### src/rtl/jtag_dmi_master.sv
// JTAG bit-bang master: converts DMI requests into TCK/TMS/TDI scans for a dmi_jtag TAP
// and returns the DMI response captured from TDO.
module jtag_dmi_master #(
  parameter int unsigned          ClkDiv     = 2,
  parameter int unsigned          IdleCycles = 5,
  parameter int unsigned          IrLength   = 5,
  parameter logic [IrLength-1:0]  DmiIr      = 'h11,
  parameter int unsigned          AbitsWidth = 7
) (
  input  logic                  clk_i,
  input  logic                  rst_ni,
  input  logic                  req_valid_i,
  output logic                  req_ready_o,
  input  logic [AbitsWidth-1:0] req_addr_i,
  input  logic [1:0]            req_op_i,
  input  logic [31:0]           req_data_i,
  output logic                  resp_valid_o,
  input  logic                  resp_ready_i,
  output logic [31:0]           resp_data_o,
  output logic [1:0]            resp_op_o,
  output logic                  busy_o,
  output logic                  tck_o,
  output logic                  tms_o,
  output logic                  tdi_o,
  output logic                  trst_no,
  input  logic                  tdo_i
);

  localparam int unsigned DrLen     = AbitsWidth + 34;
  localparam int unsigned DrScanLen = DrLen + 5;
  localparam int unsigned IrScanLen = IrLength + 6;
  localparam int unsigned MaxLen0   = (DrScanLen > IrScanLen) ? DrScanLen : IrScanLen;
  localparam int unsigned MaxLen1   = (MaxLen0 > IdleCycles) ? MaxLen0 : IdleCycles;
  localparam int unsigned MaxLen    = (MaxLen1 > 7) ? MaxLen1 : 7;
  localparam int unsigned CntW      = $clog2(MaxLen);
  localparam int unsigned DivW      = (ClkDiv > 1) ? $clog2(ClkDiv) : 1;

  typedef enum logic [2:0] {
    StResetTap, StIdle, StIrScan, StDrReq, StRtiWait, StDrResp, StResp
  } state_e;

  state_e            state_q, state_d;
  logic [CntW-1:0]   cnt_q, cnt_d;
  logic [DivW-1:0]   div_q, div_d;
  logic              tck_q, tck_d, tms_q, tms_d, tdi_q, tdi_d, trst_q, trst_d;
  logic              ready_q, ready_d, busy_q, busy_d, rvalid_q, rvalid_d;
  logic [31:0]       rdata_q, rdata_d;
  logic [1:0]        rop_q, rop_d;
  logic [DrLen-1:0]  req_q, req_d, cap_q, cap_d;
  logic              ir_loaded_q, ir_loaded_d;
  logic              running, tick, rise, fall;
  logic [1:0]        nxt;
  int unsigned       cnt_int;
  logic              unused_cap;

  // Number of TCK periods spent in each scanning state.
  function automatic int unsigned period_len(state_e st);
    case (st)
      StResetTap:          return 7;
      StIrScan:            return IrScanLen;
      StDrReq, StDrResp:   return DrScanLen;
      StRtiWait:           return IdleCycles;
      default:             return 1;
    endcase
  endfunction

  // TMS/TDI for TCK period idx of state st; result is {tms, tdi}.
  function automatic logic [1:0] drive(state_e st, int unsigned idx, logic [DrLen-1:0] vec);
    logic                tms, tdi;
    logic [DrLen-1:0]    sh;
    logic [IrLength-1:0] ir_sh;
    tms   = 1'b0;
    tdi   = 1'b0;
    sh    = vec >> (idx - 3);
    ir_sh = DmiIr >> (idx - 4);
    case (st)
      StResetTap: tms = (idx != 6);
      StIrScan: begin
        if (idx < 2) begin
          tms = 1'b1;
        end else if (idx >= 4 && idx < 4 + IrLength) begin
          tdi = ir_sh[0];
          tms = (idx == 3 + IrLength);
        end else if (idx == 4 + IrLength) begin
          tms = 1'b1;
        end
      end
      StDrReq, StDrResp: begin
        if (idx == 0) begin
          tms = 1'b1;
        end else if (idx >= 3 && idx < 3 + DrLen) begin
          tdi = sh[0];
          tms = (idx == 2 + DrLen);
        end else if (idx == 3 + DrLen) begin
          tms = 1'b1;
        end
      end
      default: ;
    endcase
    return {tms, tdi};
  endfunction

  // TCK is parked low while idle and while waiting for the response to be taken.
  assign running    = (state_q != StIdle) && (state_q != StResp);
  assign tick       = running && (div_q == DivW'(ClkDiv - 1));
  assign rise       = tick && !tck_q;
  assign fall       = tick && tck_q;
  assign unused_cap = ^cap_q[DrLen-1:34];

  always_comb begin
    state_d     = state_q;
    cnt_d       = cnt_q;
    div_d       = '0;
    tck_d       = tck_q;
    tms_d       = tms_q;
    tdi_d       = tdi_q;
    trst_d      = trst_q;
    rvalid_d    = rvalid_q;
    rdata_d     = rdata_q;
    rop_d       = rop_q;
    req_d       = req_q;
    cap_d       = cap_q;
    ir_loaded_d = ir_loaded_q;
    nxt         = 2'b00;
    cnt_int     = 32'(cnt_q);

    if (running && !tick) begin
      div_d = div_q + 1'b1;
    end

    if (rise) begin
      tck_d = 1'b1;
      if (state_q == StDrResp && cnt_int >= 3 && cnt_int < 3 + DrLen) begin
        cap_d = {tdo_i, cap_q[DrLen-1:1]};
      end
    end

    if (fall) begin
      tck_d  = 1'b0;
      trst_d = 1'b1;
      if (cnt_int == period_len(state_q) - 1) begin
        cnt_d = '0;
        case (state_q)
          StResetTap: state_d = StIdle;
          StIrScan: begin
            state_d     = StDrReq;
            ir_loaded_d = 1'b1;
          end
          StDrReq:    state_d = StRtiWait;
          StRtiWait: begin
            state_d = StDrResp;
            req_d   = '0;
          end
          StDrResp: begin
            state_d  = StResp;
            rvalid_d = 1'b1;
            rdata_d  = cap_q[33:2];
            rop_d    = cap_q[1:0];
          end
          default: ;
        endcase
      end else begin
        cnt_d = cnt_q + 1'b1;
      end
      nxt   = drive(state_d, 32'(cnt_d), req_d);
      tms_d = nxt[1];
      tdi_d = nxt[0];
    end

    if (state_q == StIdle && req_valid_i && ready_q) begin
      req_d   = {req_addr_i, req_data_i, req_op_i};
      state_d = ir_loaded_q ? StDrReq : StIrScan;
      cnt_d   = '0;
      nxt     = drive(state_d, 0, req_d);
      tms_d   = nxt[1];
      tdi_d   = nxt[0];
    end

    if (state_q == StResp && resp_ready_i) begin
      state_d  = StIdle;
      rvalid_d = 1'b0;
    end

    ready_d = (state_d == StIdle);
    busy_d  = (state_d != StIdle);
  end

  always_ff @(posedge clk_i or negedge rst_ni) begin
    if (!rst_ni) begin
      state_q     <= StResetTap;
      cnt_q       <= '0;
      div_q       <= '0;
      tck_q       <= 1'b0;
      tms_q       <= 1'b1;
      tdi_q       <= 1'b0;
      trst_q      <= 1'b0;
      ready_q     <= 1'b0;
      busy_q      <= 1'b0;
      rvalid_q    <= 1'b0;
      rdata_q     <= '0;
      rop_q       <= '0;
      req_q       <= '0;
      cap_q       <= '0;
      ir_loaded_q <= 1'b0;
    end else begin
      state_q     <= state_d;
      cnt_q       <= cnt_d;
      div_q       <= div_d;
      tck_q       <= tck_d;
      tms_q       <= tms_d;
      tdi_q       <= tdi_d;
      trst_q      <= trst_d;
      ready_q     <= ready_d;
      busy_q      <= busy_d;
      rvalid_q    <= rvalid_d;
      rdata_q     <= rdata_d;
      rop_q       <= rop_d;
      req_q       <= req_d;
      cap_q       <= cap_d;
      ir_loaded_q <= ir_loaded_d;
    end
  end

  assign req_ready_o  = ready_q;
  assign busy_o       = busy_q;
  assign resp_valid_o = rvalid_q;
  assign resp_data_o  = rdata_q;
  assign resp_op_o    = rop_q;
  assign tck_o        = tck_q;
  assign tms_o        = tms_q;
  assign tdi_o        = tdi_q;
  assign trst_no      = trst_q;

endmodule

### config.mk
export PLATFORM = sky130hd
export DESIGN_NAME = jtag_dmi_master
export DESIGN_NICKNAME = d
export VERILOG_FILES = /design/src/rtl/jtag_dmi_master.sv
export SDC_FILE = /design/constraint.sdc
export NUM_CORES = 1
export LEC_CHECK = 0
export BUFFER_PORTS_ARGS = -buffer_cell sky130_fd_sc_hd__buf_4
export CORE_ASPECT_RATIO = 1.25
export CORE_MARGIN = 2
export CORE_UTILIZATION = 55
export CTS_CLUSTER_DIAMETER = 50
export CTS_CLUSTER_SIZE = 16
export DETAILED_ROUTE_END_ITERATION = 8
export PLACE_DENSITY = 0.77
export SLEW_MARGIN = 20
export SYNTH_ARGS = -nofsm -noshare
export SYNTH_HDL_FRONTEND = slang
export SYNTH_SLANG_ARGS = --single-unit
export TNS_END_PERCENT = 50
### constraint.sdc
create_clock -name clk_i -period 6.4 [get_ports clk_i]
set_input_delay 0.32 -clock clk_i [delete_from_list [all_inputs] [get_ports clk_i]]
set_output_delay 0.32 -clock clk_i [all_outputs]
set_load 0.02 [all_outputs]
==> results by group, run 1 <==
Hold path
  • Class of the worst hold path: in2reg
  • Hold Path Depth: 2

Route
  • Residual DRC count: 0
  • Met3 Wirelength: 996 um
  • First-pass iteration count of the detailed router: 6
  • Routed WL: 15000 um
  • Final ANT Viol Nets: 0
  • WL/cell: 18.3 um
  • Starting DRT DRC Count: 233
  • WL met2: about 7400 um
  • Vias: 4806
  • Vias per cell: approximately 5.9
  • Top routing layer in use: met4
  • Wl on met1: a little over 6000 um

Logic synthesis
  • Post-synth top area cell: dfrtp_1
  • Count leader, synth: dfrtp_1
  • Syn_nets: 631
  • Number of synthesis warnings: 0
  • Mapped Area: between 6000 and 7000 sq um
  • Async S/R FF share, synth: 100%
  • Post-synth EDFFs: 0
  • Top FF cell, synth: dfrtp_1
  • Cell count after synthesis: 572
  • Synth top cells by count: dfrtp_1, mux2_2, nand2_1
  • Syn Area/Cell: 11.5 sq um
  • Library cells used by synthesis: 74
  • Number of synthesized register bits: between 100 and 150
  • Synth area leaders: dfrtp_1, mux2_2, a22o_1
  • Seq/Total Area, Yosys: 50.8%
  • Share of the synthesized area in the top cell type: 50.4%

GRT
  • Vias in the first global route: 4964
  • Initial antenna violation count: 0
  • Total gr overflow: 0
  • Largest net degree at the start of global routing: 78
  • GR Util All Layers: 24.7%
  • First-pass GRT wire length: around 25000 um

STA
  • Worst-Margin Slew: 0.940 ns
  • Final Setup Violations: 0
  • Max transition margin: between 30 and 40%
  • Final hold violations: 0
  • Final Max Tran Viols: 0
  • RSZ-0062 raised after global routing: false
  • Highest clock rate: 0.223 GHz
  • Tmin final: 4.48 ns
  • Setup TNS Final: 0 ns
  • Skew final: between 0.006 and 0.007 ns
  • Final worst path period share: 70.0%

Worst setup path
  • Worst setup EP type: register
  • CP Class: reg2reg
  • CP required: 6.69 ns
  • Reg2reg path depth: 14
  • CP arrival: 4.77 ns
  • Crit path max fanout: 23
  • Startpoint types: register

Job
  • Maxcap violations: 0

Power and ir drop
  • Seq pwr share: about a third
  • P_leak: 3.86 nW
  • Pint: ~2.2 mW
  • Pwr Density: 467 nW/um^2
  • Clk pwr share: roughly a quarter
  • Logic pwr share: between 40% and 50%
  • Switching share of power: about two fifths
  • Max rail drop VDD: 0.000232 V
  • Psw: 1.46 mW
  • Final Power: 3.70 mW

Layout
  • Final-stage net count: ~700
  • Fraction of layout cells with a size suffix above 1: between 30% and 40%
  • # diodes: 0
  • Fill cell count: 898
  • Area Overhead vs Synth: 20.1%

Place
  • Placer Congestion: 0.964
  • Hpwl dp: 10200 um
  • IO buf count: 86

CTS
  • # Post-CTS Setup Buffers: 0
  • Clock Tree Root: clkbuf_16
  • TritonCTS buffer count: 17
  • TritonCTS clock tree: done
  • Post-CTS Resized: 0
  • Worst-path clk slew: 0.06 ns
  • CTS Sinks: between 100 and 150
  • Htree depth: 4
  • CTS Hold Bufs: 1
  • Worst-Skew Late Latency: ~0.42 ns
  • Clk buf depth: 2

Die
  • Die span in y: 127 um
  • Initial core utilization: 56.6%
  • Top Ports: 87
  • # rows: 44
  • Die ar.: 12900 sq um
  • Die W: 102 um
  • Core Footprint: approximately 12000 sq um

Status
  • Status: finished, final reports clean
## placed cells by master (no fill, tap or decap), types with 8 or more instances in the layout
master     synthesis  final
a21oi_1           19     18
buf_4              2     92
dfrtp_1          133    133
inv_1             10     10
mux2_2            80     80
xor2_1             8      8
nor2_1            22     22
a22o_1            42     42
nand3_1           24     24
xnor2_1            8      8
ha_1              13     13
nand2_1           50     50
clkbuf_16          0     17
o21ai_0           14     14
## critical path: stages (launching register included)
cell	delay, ns
dfrtp_1	0.70
xor2_1	0.16
and2_1	0.20
ha_1	0.21
xor2_1	0.30
mux2_2	0.41
a31oi_4	0.58
inv_2	0.31
ha_1	0.33
and2_1	0.17
o211ai_1	0.27
o31ai_2	0.14
a211o_1	0.27
and4bb_1	0.26
a211oi_2	0.04
## logic make-up (layout without fill, tap and decap cells)
| kind of cell | after synthesis | count (layout) | synth area share, % |
|---|---|---|---|
| fa+ha+maj | 13 | 13 | 2.46 |
| simple gates | 151 | 151 | 12.0 |
| compound gates | 125 | 125 | 14.7 |
| mux | 84 | 84 | 14.3 |
| xor+xnor | 17 | 17 | 2.37 |
| buf+inv | 48 | 133 | 3.49 |
| flops | 134 | 134 | 50.8 |
## sequential cells by signal, summed over array words and instances (netlist names)
name          cells
div_q             1
tck_o             1
req_ready_o       1
req_q            41
state_q           3
tms_o             1
ir_loaded_q       1
resp_op_o         2
cap_q            41
busy_o            1
tdi_o             1
cnt_q             6
resp_valid_o      1
resp_data_o      32
trst_no           1
## power groups by stage
stage,combinational (mW),sequential [mW],clock (mW)
6_report,1.56,1.17,0.976
5_1_grt,1.72,1.19,1.03
4_1_cts,1.55,1.16,0.995
3_5_place_dp,1.54,1.17,0
3_3_place_gp,1.52,1.17,0
2_1_floorplan,1.27,1.09,0
## layer usage
layer / vias up / track usage, %
li1: 2265 / -
met1: 2372 / 30.6
met2: 140 / 39.7
met3: 29 / 8.65
met4: 0 / 9.80
met5: - / 0
## final timing paths
kind | from | end | slack [ns]
hold / removal | req_data_i[15] | req_q[17] | 0.12
min in group asynchronous | rst_ni | cap_q[12] | 0.49
setup reg to reg | state_q[2] | tdi_o | 1.92
setup / recovery | state_q[2] | tdi_o | 1.92
max in group asynchronous | rst_ni | cnt_q[0] | 4.48
hold reg to reg | ir_loaded_q | ir_loaded_q | 0.47
## metrics by stage
| step | cell area, sq um | worst slack, ns | std cells | util [%] | hold slack [ns] |
|---|---|---|---|---|---|
| final | 7930 | 1.92 | 818 | 67.9 | 0.122 |
| after global routing | 7930 | 1.59 | 818 | 67.9 | 0.112 |
| after CTS | 7930 | 1.94 | 818 | 67.9 | 0.107 |
| after detailed placement | 7340 | 1.94 | 789 | 62.9 | 0.424 |
| after global placement | 7340 | 2.13 | 789 | 62.9 | 0.406 |
| after floorplan | 6600 | 2.54 | 572 | - | 0.0244 |
## layout make-up
class	instances	area (sq um)	area share, %
Clock buffer	19	453	5.71
Clock inverter	9	130	1.64
Inverter	12	50.0	0.631
Multi-Input combinational cell	390	3040	38.3
Sequential cell	134	3350	42.3
Tap cell	161	201	2.54
Timing Repair Buffer	93	701	8.84
(Power assumes the default switching activity.)
==> run 2, diff against run 1 <==
--- a/config.mk
+++ b/config.mk
@@ -5,6 +5,7 @@
 export SDC_FILE = /design/constraint.sdc
 export NUM_CORES = 1
 export LEC_CHECK = 0
+export ABC_AREA = 1
 export BUFFER_PORTS_ARGS = -buffer_cell sky130_fd_sc_hd__buf_4
 export CORE_ASPECT_RATIO = 1.25
 export CORE_MARGIN = 2
==> constraint.sdc (replaced) <==
create_clock -name clk_i -period 4.3 [get_ports clk_i]
set_input_delay 0.215 -clock clk_i [delete_from_list [all_inputs] [get_ports clk_i]]
set_output_delay 0.215 -clock clk_i [all_outputs]
set_load 0.02 [all_outputs]
==> run 2 against run 1 <==
  * Synthesized cell count increased by 45%
  * Sequential share of layout area shrank 0.41 points
  * Highest routed layer unchanged
  * Count of clock-buffer cells in the layout shrank 1
  * Critical path type unchanged
  * Critical endpoint unchanged
  * Utilization up 0.66 points
  * Clock power rose by 53%
  * Flip-flop and latch count stayed put
==> results by group, run 2 <==
Logic synthesis
  • Syn Area/Cell: 7.91 sq um (was 11.5 sq um)
  • Main combinational cell family by area after synthesis: simple AND/OR/NAND/NOR gates (was compound AO/OA/AOI/OAI gates)
  • Share of the synthesized area in the top cell type: 50.5% (was 50.4%)
  • Syn_nets: 891 (was 631)
  • Post-synthesis adder-cell area fraction: 2.47% (was 2.46%)
  • Synth top cells by count: nand2_1, dfrtp_1, inv_1 (was dfrtp_1, mux2_2, nand2_1)
  • Multiplexer area fraction after synthesis: 0.342% (was 14.3%)
  • Async S/R FF share, synth: 100% (unchanged)
  • Xor/xnor share of the synthesized area: 0.798% (was 2.37%)
  • Cell count after synthesis: 832 (was 572)
  • Synth area leaders: dfrtp_1, nand2_1, o21ai_0 (was dfrtp_1, mux2_2, a22o_1)
  • Post-Synth Simple-Gate Area: 24.7% (was 12.0%)
  • Number of synthesis warnings: 0 (unchanged)
  • Top FF cell, synth: dfrtp_1 (unchanged)
  • Library cells used by synthesis: 38 (was 74)
  • Compound-gate portion of the synthesized area: 11.8% (was 14.7%)
  • Number of synthesized register bits: 134 (unchanged)
  • Post-synth top area cell: dfrtp_1 (unchanged)
  • Seq/Total Area, Yosys: 50.9% (was 50.8%)
  • Post-synth EDFFs: 0 (unchanged)
  • Count leader, synth: nand2_1 (was dfrtp_1)
  • Mapped Area: 6590 sq um (was 6600 sq um)

CTS
  • CTS Sinks: 134 (unchanged)
  • Htree depth: 4 (unchanged)
  • Clock Tree Root: clkbuf_16 (unchanged)
  • # Post-CTS Setup Buffers: 0 (unchanged)
  • Worst-path clk slew: 0.06 ns (about the same)
  • TritonCTS buffer count: 17 (unchanged)
  • Clk buf depth: 2 (unchanged)
  • Worst-Skew Late Latency: 0.42 ns (about the same)
  • TritonCTS clock tree: done (unchanged)

Worst setup path
  • Slowest stage delay, CP: 0.48 ns (was 0.70 ns)
  • Delay-heaviest family, CP: simple AND/OR/NAND/NOR gates (was compound AO/OA/AOI/OAI gates)
  • CP required: 4.65 ns (was 6.69 ns)
  • Slowest cell on the critical path: dfrtp_1 (unchanged)
  • Levels on crit path: 28 (was 14)
  • R2R Path Start: state_q[2] (unchanged)
  • Reg-to-reg setup timing slack: 0.43 ns (was 1.92 ns)
  • Reg2reg path depth: 28 (was 14)
  • Startpoint types: register (unchanged)
  • Crit path max fanout: 11 (was 23)
  • Number of buffers and inverters on the critical path: 5 (was 1)
  • Reg-to-Reg End: tdi_o (unchanged)
  • Crit path top cell by count: nand2_1
  • CP arrival: 4.23 ns (was 4.77 ns)
  • CP Class: reg2reg (unchanged)
  • Worst setup EP type: register (unchanged)

Layout
  • Final Core Density: 68.6% (was 67.9%)
  • Most common cell after layout, fill and taps aside: nand2_1 (was dfrtp_1)
  • Fill cell count: 1008 (was 898)
  • Most frequent cells in the layout: nand2_1, dfrtp_1, inv_1 (was dfrtp_1, buf_4, mux2_2)
  • Final-stage net count: 975 (was 707)
  • Area of the multi-input gates: 2650 sq um (was 3040 sq um)
  • # diodes: 0 (unchanged)
  • Fraction of layout cells with a size suffix above 1: 16.8% (was 33.9%)
  • Register Area: 3350 sq um (unchanged)
  • Area Overhead vs Synth: 21.6% (was 20.1%)

STA
  • Skew final: 0.00781 ns (was 0.00618 ns)
  • Final worst path period share: 90.0% (was 70.0%)
  • Worst-Margin Slew: 0.912 ns (was 0.940 ns)
  • Tmin final: 3.87 ns (was 4.48 ns)
  • Final Setup Violations: 0 (unchanged)
  • Final hold violations: 0 (unchanged)
  • Max transition margin: 39.2% (was 37.3%)
  • Highest clock rate: 0.258 GHz (was 0.223 GHz)
  • RSZ-0062 raised after global routing: false (unchanged)
  • Setup TNS Final: 0 ns (unchanged)
  • Final Max Tran Viols: 0 (unchanged)

Route
  • First-pass iteration count of the detailed router: 5 (was 6)
  • Routed WL: 15600 um (was 15000 um)
  • WL/cell: 14.3 um (was 18.3 um)
  • Vias per cell: 5.13 (was 5.88)
  • Vias: 5594 (was 4806)
  • Starting DRT DRC Count: 323 (was 233)
  • Final ANT Viol Nets: 0 (unchanged)
  • Residual DRC count: 0 (unchanged)

Status
  • Status: finished, final reports clean (unchanged)

Hold path
  • HP Start: req_data_i[13] (was req_data_i[15])
  • Hold Path Depth: 3 (was 2)
  • Class of the worst hold path: in2reg (unchanged)
  • Hold path endpoint: req_q[15] (was req_q[17])

Die
  • Die W: 102 um (about the same)
  • Die span in y: 126 um (was 127 um)
  • # rows: 44 (unchanged)
  • Die ar.: 12900 sq um (about the same)
  • Initial core utilization: 56.4% (was 56.6%)
  • Core Footprint: 11700 sq um (unchanged)
  • Top Ports: 87 (unchanged)

GRT
  • Total gr overflow: 0 (unchanged)
  • Vias in the first global route: 5450 (was 4964)
  • Initial antenna violation count: 0 (unchanged)
  • GR Util All Layers: 26.0% (was 24.7%)
  • Largest net degree at the start of global routing: 101 (was 78)
  • First-pass GRT wire length: 26200 um (was 24800 um)

Power and ir drop
  • Switching share of power: 21.5% (was 39.3%)
  • Psw: 606 uW (was 1.46 mW)
  • Max rail drop VDD: 0.000350 V (was 0.000232 V)
  • Logic pwr share: 2.2% (was 42.2%)
  • P_leak: 3.92 nW (was 3.86 nW)
  • Pwr Density: 352 nW/um^2 (was 467 nW/um^2)
  • Pint: 2.21 mW (was 2.25 mW)
  • Seq pwr share: 45.0% (was 31.5%)
  • Clk pwr share: 52.8% (was 26.4%)

Job
  • Maxcap violations: 0 (unchanged)

Place
  • Hpwl dp: 10500 um (was 10200 um)
  • Placer Congestion: 0.942 (was 0.964)
  • IO buf count: 86 (unchanged)
==> run 2: cell types whose count changed after synthesis, moves of 15 or more <==
cell,before,now
nand3_1,24,66
a22o_1,42,0
mux2_2,80,2
inv_1,10,105
nand2_1,50,254
o21ai_0,14,103
nor2_1,22,37
==> run 2: tightest hold or removal path: stages <==
cell and delay (ns):
buf_4 0.08, nand2_1 0.04, o21ai_0 0.06
==> run 2: power by group through the flow <==
stage / clock network (mW) / logic, mW / registers [mW]
6_report: 1.49 / 0.0622 / 1.27
3_3_place_gp: 0 / 0.0611 / 1.29
2_1_floorplan: 0 / 0.00421 / 1.29
4_1_cts: 1.51 / 0.0645 / 1.27
5_1_grt: 1.57 / 0.0716 / 1.27
3_5_place_dp: 0 / 0.0619 / 1.29
==> run 2: layout make-up <==
cell class                      count  share of cell area [%]
Tap cell                          161                    2.52
Inverter                          118                    5.56
Clock inverter                     14                    2.19
Sequential cell                   134                    41.9
Timing Repair Buffer               99                    9.42
Clock buffer                       18                    5.36
Multi-Input combinational cell    546                    33.1
==> run 2: per-layer routing <==
layer	wire length [um]	vias up	track usage (%)	part of all wire, %
met4	462	0	10.9	3.0
met5	0	-	0	0
met1	6600	2621	33.5	42
met2	7750	125	42.2	50
met3	743	33	6.06	4.8
li1	-	2815	-	-
==> run 2: how the worst max path moves through the flow <==
| stage | from | end | slack (ns) |
|---|---|---|---|
| after global routing | state_q[2] | tdi_o | 0.04 |
| after detailed placement | state_q[2] | tdi_o | 0.39 |
| after floorplan | state_q[2] | tdi_o | 0.76 |
| final | state_q[2] | tdi_o | 0.43 |
| after CTS | state_q[2] | tdi_o | 0.35 |
| after global placement | state_q[2] | tdi_o | 0.51 |
==> run 2: what timing repair did <==
action	4_1_cts	5_1_grt
hold buffers	3	0
endpoints found under the setup margin	0	1
endpoints found under the hold margin	100	0
resized for setup	0	1
==> run 2: cell families after synthesis <==
family / after synthesis
multiplexers: 2
AND/OR/NAND/NOR: 382
flip-flops: 134
AO/OA/AOI/OAI: 143
adder cells (fa/ha/maj): 13
XOR/XNOR: 6
buffers and inverters: 152
==> run 2: metrics by stage <==
step                worst slack [ns]  instances  hold slack [ns]  instance area [sq um]  power, mW
finish                         0.429       1090          0.00862                   8010       2.82
global route                  0.0365       1090         0.000100                   8010       2.91
CTS                            0.352       1090         0.000738                   8000       2.84
detailed placement             0.389       1055            0.384                   7370       1.35
global placement               0.509       1055            0.381                   7370       1.35
floorplan                      0.764        832          -0.0806                   6590       1.29
